===== config.mk =====
export PLATFORM = sky130hd
export DESIGN_NAME = shift_ctrl_decoder
export DESIGN_NICKNAME = d
export VERILOG_FILES = /design/src/rtl/shift_pkg.sv /design/src/rtl/shift_amt_classify.sv /design/src/rtl/shift_ctrl_decoder.sv
export SDC_FILE = /design/constraint.sdc
export NUM_CORES = 1
export LEC_CHECK = 0
export BUFFER_PORTS_ARGS = -buffer_cell sky130_fd_sc_hd__buf_2
export CAP_MARGIN = 0
export CORE_MARGIN = 3
export CORE_UTILIZATION = 37
export CTS_BUF_LIST = sky130_fd_sc_hd__clkbuf_4
export DETAILED_ROUTE_END_ITERATION = 12
export PLACE_DENSITY = 0.77
export REMOVE_ABC_BUFFERS = 1
export SLEW_MARGIN = 20
export SYNTH_ARGS = -nofsm -noshare
export SYNTH_HDL_FRONTEND = slang
export SYNTH_SLANG_ARGS = --single-unit
export TNS_END_PERCENT = 10

===== constraint.sdc =====
create_clock -name clk -period 1.9 [get_ports clk]
set_clock_uncertainty 0.1 [all_clocks]
set_input_delay 0.095 -clock clk [delete_from_list [all_inputs] [get_ports clk]]
set_output_delay 0.095 -clock clk [all_outputs]
set_load 0.02 [all_outputs]

===== src/rtl/shift_pkg.sv =====
// Shared types and instruction field positions for the shift-control decoder.
package shift_pkg;

  typedef enum logic [2:0] {
    OP_LSL  = 3'd0,
    OP_LSR  = 3'd1,
    OP_ASR  = 3'd2,
    OP_ROR  = 3'd3,
    OP_RRX  = 3'd4,
    OP_PASS = 3'd7
  } sh_op_t;

  typedef enum logic [1:0] {
    RNG_LT32 = 2'd0,
    RNG_EQ32 = 2'd1,
    RNG_GT32 = 2'd2
  } sh_range_t;

  typedef enum logic [1:0] {
    ST_IDLE    = 2'd0,
    ST_RS_WAIT = 2'd1,
    ST_OUT     = 2'd2
  } state_t;

  // Operand-2 field positions inside the instruction word.
  localparam int I_BIT         = 25;
  localparam int REG_SHIFT_BIT = 4;
  localparam int TYPE_LO       = 5;
  localparam int IMM5_LO       = 7;
  localparam int RS_LO         = 8;
  localparam int ROT_LO        = 8;
  localparam int IMM8_LO       = 0;
  localparam int RM_LO         = 0;

endpackage


===== src/rtl/shift_amt_classify.sv =====
// Maps a shift type and 8-bit amount to {opcode, 5-bit amount, range}.
// imm_mode selects the imm5=0 special encodings (LSR/ASR #32, RRX, PASS);
// otherwise the amount is a register value n with n=0 meaning no shift.
module shift_amt_classify
  import shift_pkg::*;
#(
  parameter logic [2:0] PASS_OP = 3'h7
) (
  input  logic [1:0] shift_type,
  input  logic [7:0] amt,
  input  logic       imm_mode,
  output logic [2:0] opcode,
  output logic [4:0] amount,
  output logic [1:0] range
);

  // Classify the requested shift distance into the shift unit's encoding.
  always_comb begin
    opcode = {1'b0, shift_type};
    amount = 5'd0;
    range  = RNG_LT32;
    if (imm_mode) begin
      amount = amt[4:0];
      if (amt[4:0] == 5'd0) begin
        case (shift_type)
          2'd0:    opcode = PASS_OP;
          2'd3:    opcode = OP_RRX;
          default: range  = RNG_EQ32;
        endcase
      end
    end else if (amt == 8'd0) begin
      opcode = PASS_OP;
    end else if (shift_type == 2'd3) begin
      // Rotation wraps modulo 32; a nonzero multiple of 32 is a full rotate.
      amount = amt[4:0];
      if (amt[4:0] == 5'd0) range = RNG_EQ32;
    end else if (amt < 8'd32) begin
      amount = amt[4:0];
    end else if (amt == 8'd32) begin
      range = RNG_EQ32;
    end else begin
      range = RNG_GT32;
    end
  end

endmodule


===== src/rtl/shift_ctrl_decoder.sv =====
// Decodes the operand-2 field into registered shift-unit controls with a
// valid/ready output. Register-specified shifts spend one extra cycle
// waiting for Rs from the dedicated register-file read port.
module shift_ctrl_decoder
  import shift_pkg::*;
#(
  parameter int         RF_LAT  = 1,
  parameter logic [2:0] PASS_OP = 3'h7
) (
  input  logic        clk,
  input  logic        reset_n,
  input  logic        in_valid,
  output logic        in_ready,
  input  logic [31:0] instr,
  output logic        rs_rd_en,
  output logic [3:0]  rs_addr,
  input  logic [31:0] rs_data,
  output logic        sh_valid,
  input  logic        sh_ready,
  output logic [2:0]  sh_opcode,
  output logic [4:0]  sh_amount,
  output logic [1:0]  sh_range,
  output logic        sh_imm_sel,
  output logic [31:0] sh_imm,
  output logic [3:0]  sh_rm
);

  if (RF_LAT != 1) begin : g_rf_lat_check
    $error("shift_ctrl_decoder: only RF_LAT=1 is supported");
  end

  state_t     state;
  logic [1:0] pend_type;
  logic       accept;
  logic       reg_form;
  logic [1:0] cls_type;
  logic [7:0] cls_amt;
  logic       cls_imm_mode;
  logic [2:0] cls_op;
  logic [4:0] cls_amount;
  logic [1:0] cls_range;
  logic       unused_bits;

  assign unused_bits = ^{instr[31:26], instr[24:12], rs_data[31:8]};

  assign in_ready = (state == ST_IDLE) | ((state == ST_OUT) & sh_ready);
  assign accept   = in_valid & in_ready;
  assign reg_form = ~instr[I_BIT] & instr[REG_SHIFT_BIT];

  // The read is issued in the accept cycle so Rs arrives during RS_WAIT.
  assign rs_rd_en = accept & reg_form;
  assign rs_addr  = rs_rd_en ? instr[RS_LO +: 4] : 4'd0;

  // One classifier serves both paths: RS_WAIT never overlaps an accept.
  always_comb begin
    cls_type     = instr[TYPE_LO +: 2];
    cls_amt      = {3'b000, instr[IMM5_LO +: 5]};
    cls_imm_mode = 1'b1;
    if (state == ST_RS_WAIT) begin
      cls_type     = pend_type;
      cls_amt      = rs_data[7:0];
      cls_imm_mode = 1'b0;
    end
  end

  shift_amt_classify #(
    .PASS_OP(PASS_OP)
  ) u_classify (
    .shift_type(cls_type),
    .amt       (cls_amt),
    .imm_mode  (cls_imm_mode),
    .opcode    (cls_op),
    .amount    (cls_amount),
    .range     (cls_range)
  );

  // Control FSM with registered shift-unit outputs.
  always_ff @(posedge clk or negedge reset_n) begin
    if (!reset_n) begin
      state      <= ST_IDLE;
      pend_type  <= 2'd0;
      sh_valid   <= 1'b0;
      sh_opcode  <= 3'd0;
      sh_amount  <= 5'd0;
      sh_range   <= 2'd0;
      sh_imm_sel <= 1'b0;
      sh_imm     <= 32'd0;
      sh_rm      <= 4'd0;
    end else if (accept) begin
      sh_rm <= instr[RM_LO +: 4];
      if (instr[I_BIT]) begin
        state      <= ST_OUT;
        sh_valid   <= 1'b1;
        sh_imm_sel <= 1'b1;
        sh_imm     <= {24'd0, instr[IMM8_LO +: 8]};
        sh_opcode  <= (instr[ROT_LO +: 4] == 4'd0) ? PASS_OP : OP_ROR;
        sh_amount  <= {instr[ROT_LO +: 4], 1'b0};
        sh_range   <= RNG_LT32;
      end else if (!instr[REG_SHIFT_BIT]) begin
        state      <= ST_OUT;
        sh_valid   <= 1'b1;
        sh_imm_sel <= 1'b0;
        sh_imm     <= 32'd0;
        sh_opcode  <= cls_op;
        sh_amount  <= cls_amount;
        sh_range   <= cls_range;
      end else begin
        state     <= ST_RS_WAIT;
        sh_valid  <= 1'b0;
        pend_type <= instr[TYPE_LO +: 2];
      end
    end else begin
      case (state)
        ST_RS_WAIT: begin
          state      <= ST_OUT;
          sh_valid   <= 1'b1;
          sh_imm_sel <= 1'b0;
          sh_imm     <= 32'd0;
          sh_opcode  <= cls_op;
          sh_amount  <= cls_amount;
          sh_range   <= cls_range;
        end
        ST_OUT: begin
          if (sh_ready) begin
            state    <= ST_IDLE;
            sh_valid <= 1'b0;
          end
        end
        default: state <= ST_IDLE;
      endcase
    end
  end

endmodule

# ---- Word level (Yosys, flattened, before mapping)
# Index checks and enable logic that the tools add are counted.
dict set report totals {
  output_inout_bits 54
  word_cells 83
  ff_bits 52
  in_bits 68
}
dict set report op_classes {
  n_mux 50
  reduce_logical 11
  bitwise 6
  magnitude_cmp 1
  n_eq_ne 6
}
# operator count
set op_table {}
lappend op_table {{2-to-1 mux 32 bit} 4}
lappend op_table {{2-to-1 mux 5 bit} 8}
lappend op_table {{2-to-1 mux 2 bit} 15}
lappend op_table {{2-to-1 mux 3 bit} 8}
lappend op_table {{2-to-1 mux 1 bit} 10}
lappend op_table {{== test 8 x 6 -> 1 bit, second input constant} 1}
lappend op_table {{logical NOT 8 bit} 1}
lappend op_table {{less-than comparator 8 x 6 -> 1 bit, second input constant} 1}
lappend op_table {{2-to-1 mux 8 bit} 1}
lappend op_table {{inequality test 3 bit, second input constant} 2}
lappend op_table {{case mux 3 bit (2 select lines)} 1}
lappend op_table {{logical NOT 5 bit} 1}
lappend op_table {{AND 1 bit} 4}
lappend op_table {{== test 2 bit, second input constant} 2}
lappend op_table {{logical NOT 2 bit} 2}
lappend op_table {{logical NOT 4 bit} 1}
lappend op_table {{2-to-1 mux 4 bit} 1}
lappend op_table {{case mux 2 bit (2 select lines)} 1}
lappend op_table {{AND reduction 2 bit} 2}
lappend op_table {{AND reduction 3 bit} 1}
lappend op_table {{nonzero test 3 bit} 1}
lappend op_table {{== test 2 x 1 -> 1 bit, second input constant} 1}
lappend op_table {{case mux 1 bit (2 select lines)} 1}
lappend op_table {{nonzero test 2 bit} 1}
lappend op_table {{3 further kinds} 3}

# ---- Logic depth before layout (Yosys ltp)
dict set report logic_depth {
  depth_word 11
  ltp_mapped 9
  depth_no_buf 8
}

# ---- Hierarchy
# A second synthesis with hierarchy kept.
dict set report unflattened {
  hier_cells 155
  hier_area_um2 1705.4
}
# mod n_inst area_each_um2 cells_per_inst seq_area_each_um2
set by_module_without_submodules {}
lappend by_module_without_submodules {shift_ctrl_decoder 1 1546.5 132 700.7}
lappend by_module_without_submodules {shift_amt_classify 1 158.9 23 0.0}

# ---- Worst setup path after synthesis
# No wires, ideal clock.
dict set report synth_path {
  path_kind {flip-flop to flip-flop}
  start {reg state[0]}
  end {reg sh_amount[4]}
  stages_incl_launch_ff 9
  t_arrival_ps 1762
  synth_period_minus_slack_ps 1948
  setup_slack_ps -48
  n_path_buf 1
  setup_time_ps 87
  required_time_ps 1713
  path_cell_list {dfrtp_1 -> nand2b_1 -> clkbuf_1 -> nand2_1 -> nand2_1 -> ha_1 -> nor2_1 -> a2111o_1 -> o211ai_1}
}
dict set report synth_between {
  elab_chain_cells 10
  word_cells_on_any_way 22
  classes_between {order compare (1); eq/ne (4); mux (10); bitwise (3); reduce/logical (4)}
}
# item line
set synth_rtl {}
lappend synth_rtl {{start: declaration} shift_ctrl_decoder.sv:32} ;# state_t state;
lappend synth_rtl {{start signal: assignment} shift_ctrl_decoder.sv:80} ;# state <= ST_IDLE;
lappend synth_rtl {{start signal: assignment} shift_ctrl_decoder.sv:92} ;# state <= ST_OUT;
lappend synth_rtl {{start signal: assignment} shift_ctrl_decoder.sv:100} ;# state <= ST_OUT;
lappend synth_rtl {{== test 2 x 1 -> 1 bit} {shift_ctrl_decoder.sv:59, shift_ctrl_decoder.sv:113}}
lappend synth_rtl {{2-to-1 mux 8 bit} shift_ctrl_decoder.sv:59} ;# if (state == ST_RS_WAIT) begin
lappend synth_rtl {{less-than comparator 8 x 6 -> 1 bit} shift_amt_classify.sv:37} ;# end else if (amt < 8'd32) begin
lappend synth_rtl {{2-to-1 mux 5 bit} shift_amt_classify.sv:37}
lappend synth_rtl {{2-to-1 mux 5 bit} shift_amt_classify.sv:33} ;# end else if (shift_type == 2'd3) begin
lappend synth_rtl {{2-to-1 mux 5 bit} shift_amt_classify.sv:31} ;# end else if (amt == 8'd0) begin
lappend synth_rtl {{2-to-1 mux 5 bit} shift_amt_classify.sv:22} ;# if (imm_mode) begin
lappend synth_rtl {{2-to-1 mux 5 bit} shift_ctrl_decoder.sv:99} ;# end else if (!instr[REG_SHIFT_BIT]) begin
lappend synth_rtl {{2-to-1 mux 5 bit} shift_ctrl_decoder.sv:91} ;# if (instr[I_BIT]) begin
lappend synth_rtl {{2-to-1 mux 5 bit} shift_ctrl_decoder.sv:89} ;# end else if (accept) begin
lappend synth_rtl {{end signal: assignment} shift_ctrl_decoder.sv:97} ;# sh_amount <= {instr[ROT_LO +: 4], 1'b0};
lappend synth_rtl {{end signal: assignment} shift_ctrl_decoder.sv:105} ;# sh_amount <= cls_amount;
lappend synth_rtl {{end signal: assignment} shift_ctrl_decoder.sv:120} ;# sh_amount <= cls_amount;
lappend synth_rtl {{end: declaration} shift_ctrl_decoder.sv:21} ;# output logic [4:0] sh_amount,
# Parallel ways exist; a longest one is shown, timed or not. The select of a mux whose other input is x is not followed.
# A chain may end at the register's enable or synchronous reset.

# ---- Final worst setup path
dict set report layout_path {
  start {reg state[0]}
  end {reg sh_imm[5]}
}
dict set report layout_between {
  elab_chain_cells 6
  word_cells_on_any_way 10
  classes_between {eq/ne (3); mux (1); bitwise (3); reduce/logical (3)}
}
# item line
set layout_rtl {}
lappend layout_rtl {{== test 2 bit} shift_ctrl_decoder.sv:46} ;# assign in_ready = (state == ST_IDLE) | ((state == ST_OUT) & sh_ready);
lappend layout_rtl {{AND 1 bit} shift_ctrl_decoder.sv:46}
lappend layout_rtl {{OR 1 bit} shift_ctrl_decoder.sv:46}
lappend layout_rtl {{AND 1 bit} shift_ctrl_decoder.sv:47} ;# assign accept = in_valid & in_ready;
lappend layout_rtl {{inequality test 3 bit (no line) or nonzero test 2 bit (tied branches)} --}
lappend layout_rtl {{AND reduction 2 bit (no line)} --}
lappend layout_rtl {{end signal: assignment} shift_ctrl_decoder.sv:95} ;# sh_imm <= {24'd0, instr[IMM8_LO +: 8]};
lappend layout_rtl {{end: declaration} shift_ctrl_decoder.sv:24} ;# output logic [31:0] sh_imm,
# Parallel ways exist; a longest one is shown, timed or not.

==> results.yml <==
detailed_routing:
  via_per_inst: 5.03
  wl_per_cell_um: 14.9
  totalWireLength_um: 4240
  ant_nets: 0
  num_vias: 1433
  first_iter_violations: 66
  dr.pass1.iters: 4
  remaining_drc_errors: 0
clock_network:
  cts_tree: "built"
  cts.clk_slew.worst_paths_ns: 0.18
  clk_latency_ns: 0.35
  clock-sinks: 28
  cts_buffers: 3
  clock_path_buffers: 2
  cts_root_buf: "clkbuf_4"
  cts_htree_levels: 1
global_route:
  grt_use_total_pct: 15.9
  antenna_found_initial: 0
  grt_pass1_vias: 1346
  grt_max_degree: 29
  grt-ovfl-total: 0
  met1_usage_pct: 20.5
  use_met3_pct: 2.24
  busiest_layer: "met2"
  grt_use_met2_pct: 27.8
  grt_first_pass_wirelength_um: 6490
logic_synthesis:
  synth_ff_type: "dfrtp_1"
  syn_area_per_cell_um2: 10.4
  async_flop_share_pct: 100
  synthesis.area_mm2: 0.00158
  syn_inst: 152
  ys_seq_area_share_pct: 44.4
  synth_edf_count: 0
  ys_warn_count: 0
  yosysUniqueCellTypes: 42
  synth-seq-cells: 28
worst_setup_path:
  crit_path_start_kind: "flop"
  r2r-start: "state[0]$_DFFE_PN0P_"
  r2r_slack_ns: 0.007
  reg2reg_depth: 6
  rr_endpoint: "sh_imm[5]$_DFFE_PN0P_"
  end_kind: "flop"
  endpoint: "sh_imm[5]$_DFFE_PN0P_"
  arrival_ns: 2.04
  crit_path_start: "state[0]$_DFFE_PN0P_"
  path_max_fanout: 11
  crit_type: "reg2reg"
  required_ns: 2.04
finish:
  final_common_cell: "buf_2"
  final_cell_mix: "50 x buf_2, 28 x dfrtp_1, 24 x conb_1"
  final_area_mm2: 0.00220
  syn_to_final_growth_pct: 39.8
  fin_nets: 305
  utilization_pct: 54.3
  antennaDiodeCount: 0
  nFillCells: 357
  drive_gt1_share_pct: 43.8
sta:
  holdWs_ns: -0.00492
  period_share_pct: 99.6
  setup-tns-final_ns: 0
  fin_crit_ns: 1.89
  slew_headroom_pct: 58.0
  fin_ws_ns: 0.00671
  hold_viol_final: 1
  worstMarginPinSlew_ns: 0.630
  fmaxAchievable_ghz: 0.528
  setup_viol: 0
  rsz0062_at_grt: "yes"
  slew_viol_final: 0
status:
  status: "finished with violations"
  violations: "hold timing"
floorplanning:
  die-width_um: 71.3
  ios: 122
  fp.dieH_um: 71.3
  start_util_pct: 38.9
  num_rows: 23
  core_area_mm2: 0.00406
  die_area_mm2: 0.00508
power_and_ir_drop:
  ir_worst_vdd_mv: 0.404
  cellPowerDensity_mw_per_mm2: 817
  fin_total_pwr_mw: 1.80
  p_leak_nw: 1.11
placement:
  dpl_worst_slack_ns: 0.0374
  dpl_cell_area_mm2: 0.00188
  dp_hpwl_um: 2840
  portBuffers: 54
  place_congestion: 0.937
min_path:
  min_path_type: "in2reg"
job:
  maxCapViolations: 0
## where the power goes
| part | switching [mW] | internal (mW) | total (mW) | leakage (nW) |
|---|---|---|---|---|
| registers | 0.0581 | 0.700 | 0.759 | 0.347 |
| logic | 0.364 | 0.268 | 0.631 | 0.736 |
| clock network | 0.197 | 0.214 | 0.411 | 0.0279 |
## critical path: stages (launching register included)
cell and delay, ns:
dfrtp_1 0.48, buf_6 0.16, nand2b_1 0.15, and2_2 0.25
or2_4 0.27, buf_6 0.15, a22o_1 0.23
## cell type report
class	count	area [µm²]	share of cell area (%)
multi-input cells	116	806	36.6
well taps	50	62.6	2.84
inverters	2	7.51	0.341
repair buffers	85	574	26.1
clock buffers	3	22.5	1.02
flip-flops and latches	28	701	31.8
clock inverters	1	30.0	1.36
## cells by family after synthesis
| family | Yosys count | share of synthesized area [%] |
|---|---|---|
| other | 1 | 0.238 |
| adder cells (fa/ha/maj) | 1 | 0.794 |
| AND/OR/NAND/NOR | 44 | 15.0 |
| buffers and inverters | 31 | 13.3 |
| AO/OA/AOI/OAI | 36 | 18.4 |
| flip-flops | 28 | 44.4 |
| multiplexers | 11 | 7.78 |
## through the flow
stage	std cells	hold WS, ns
CTS	279	0.00298
detailed placement	262	0.0526
finish	285	-0.00492
global route	285	0.0351
global placement	262	0.0465
floorplan	146	-0.301
## cell usage after synthesis, types with 2 or more instances
cell | n | share of area [%]
a21oi_1 | 5 | 1.6
a22o_1 | 14 | 7.8
and2_1 | 4 | 1.6
buf_2 | 3 | 0.95
buf_4 | 24 | 11
clkbuf_1 | 2 | 0.48
dfrtp_1 | 28 | 44
inv_1 | 2 | 0.48
mux2_2 | 9 | 6.4
nand2_1 | 12 | 2.9
nand2b_1 | 4 | 1.6
nor2_1 | 7 | 1.7
nor2b_1 | 3 | 1.2
nor3_1 | 2 | 0.63
o21ai_0 | 3 | 0.95
o32ai_1 | 2 | 1.1
or2_0 | 2 | 0.79
or4_4 | 2 | 1.4
## per-layer routing
metal  up-vias  part of all wire, %  wire [µm]
met5         -                    0          0
met4         0                  1.4         59
met3         6                  4.0        169
met2        45                   53       2250
met1       713                   42       1770
li1        669                    -          -
## flip-flops by register name, summed over array words and instances, names as in the netlist
register / cells
sh_valid: 1
pend_type: 2
state: 2
sh_imm_sel: 1
sh_imm: 8
sh_range: 2
sh_rm: 4
sh_amount: 5
sh_opcode: 3
## worst min-delay path by stage
stage	startpoint	end	cells past startpoint
after floorplan	reset_n	pend_type[0]$_DFFE_PN0P_	0
after global placement	reset_n	sh_amount[3]$_DFFE_PN0P_	1
after detailed placement	reset_n	sh_amount[3]$_DFFE_PN0P_	1
after CTS	rs_data[0]	sh_amount[0]$_DFFE_PN0P_	3
after global routing	rs_data[3]	sh_amount[3]$_DFFE_PN0P_	3
final	instr[25]	state[0]$_DFFE_PN0P_	3
## what timing repair did
item,CTS,global route
setup buffers,0,5
resized for setup,4,27
endpoints found under the setup margin,6,23
hold buffers,13,1
endpoints found under the hold margin,45,1
pin swaps,0,13
(Power assumes the default switching activity.)
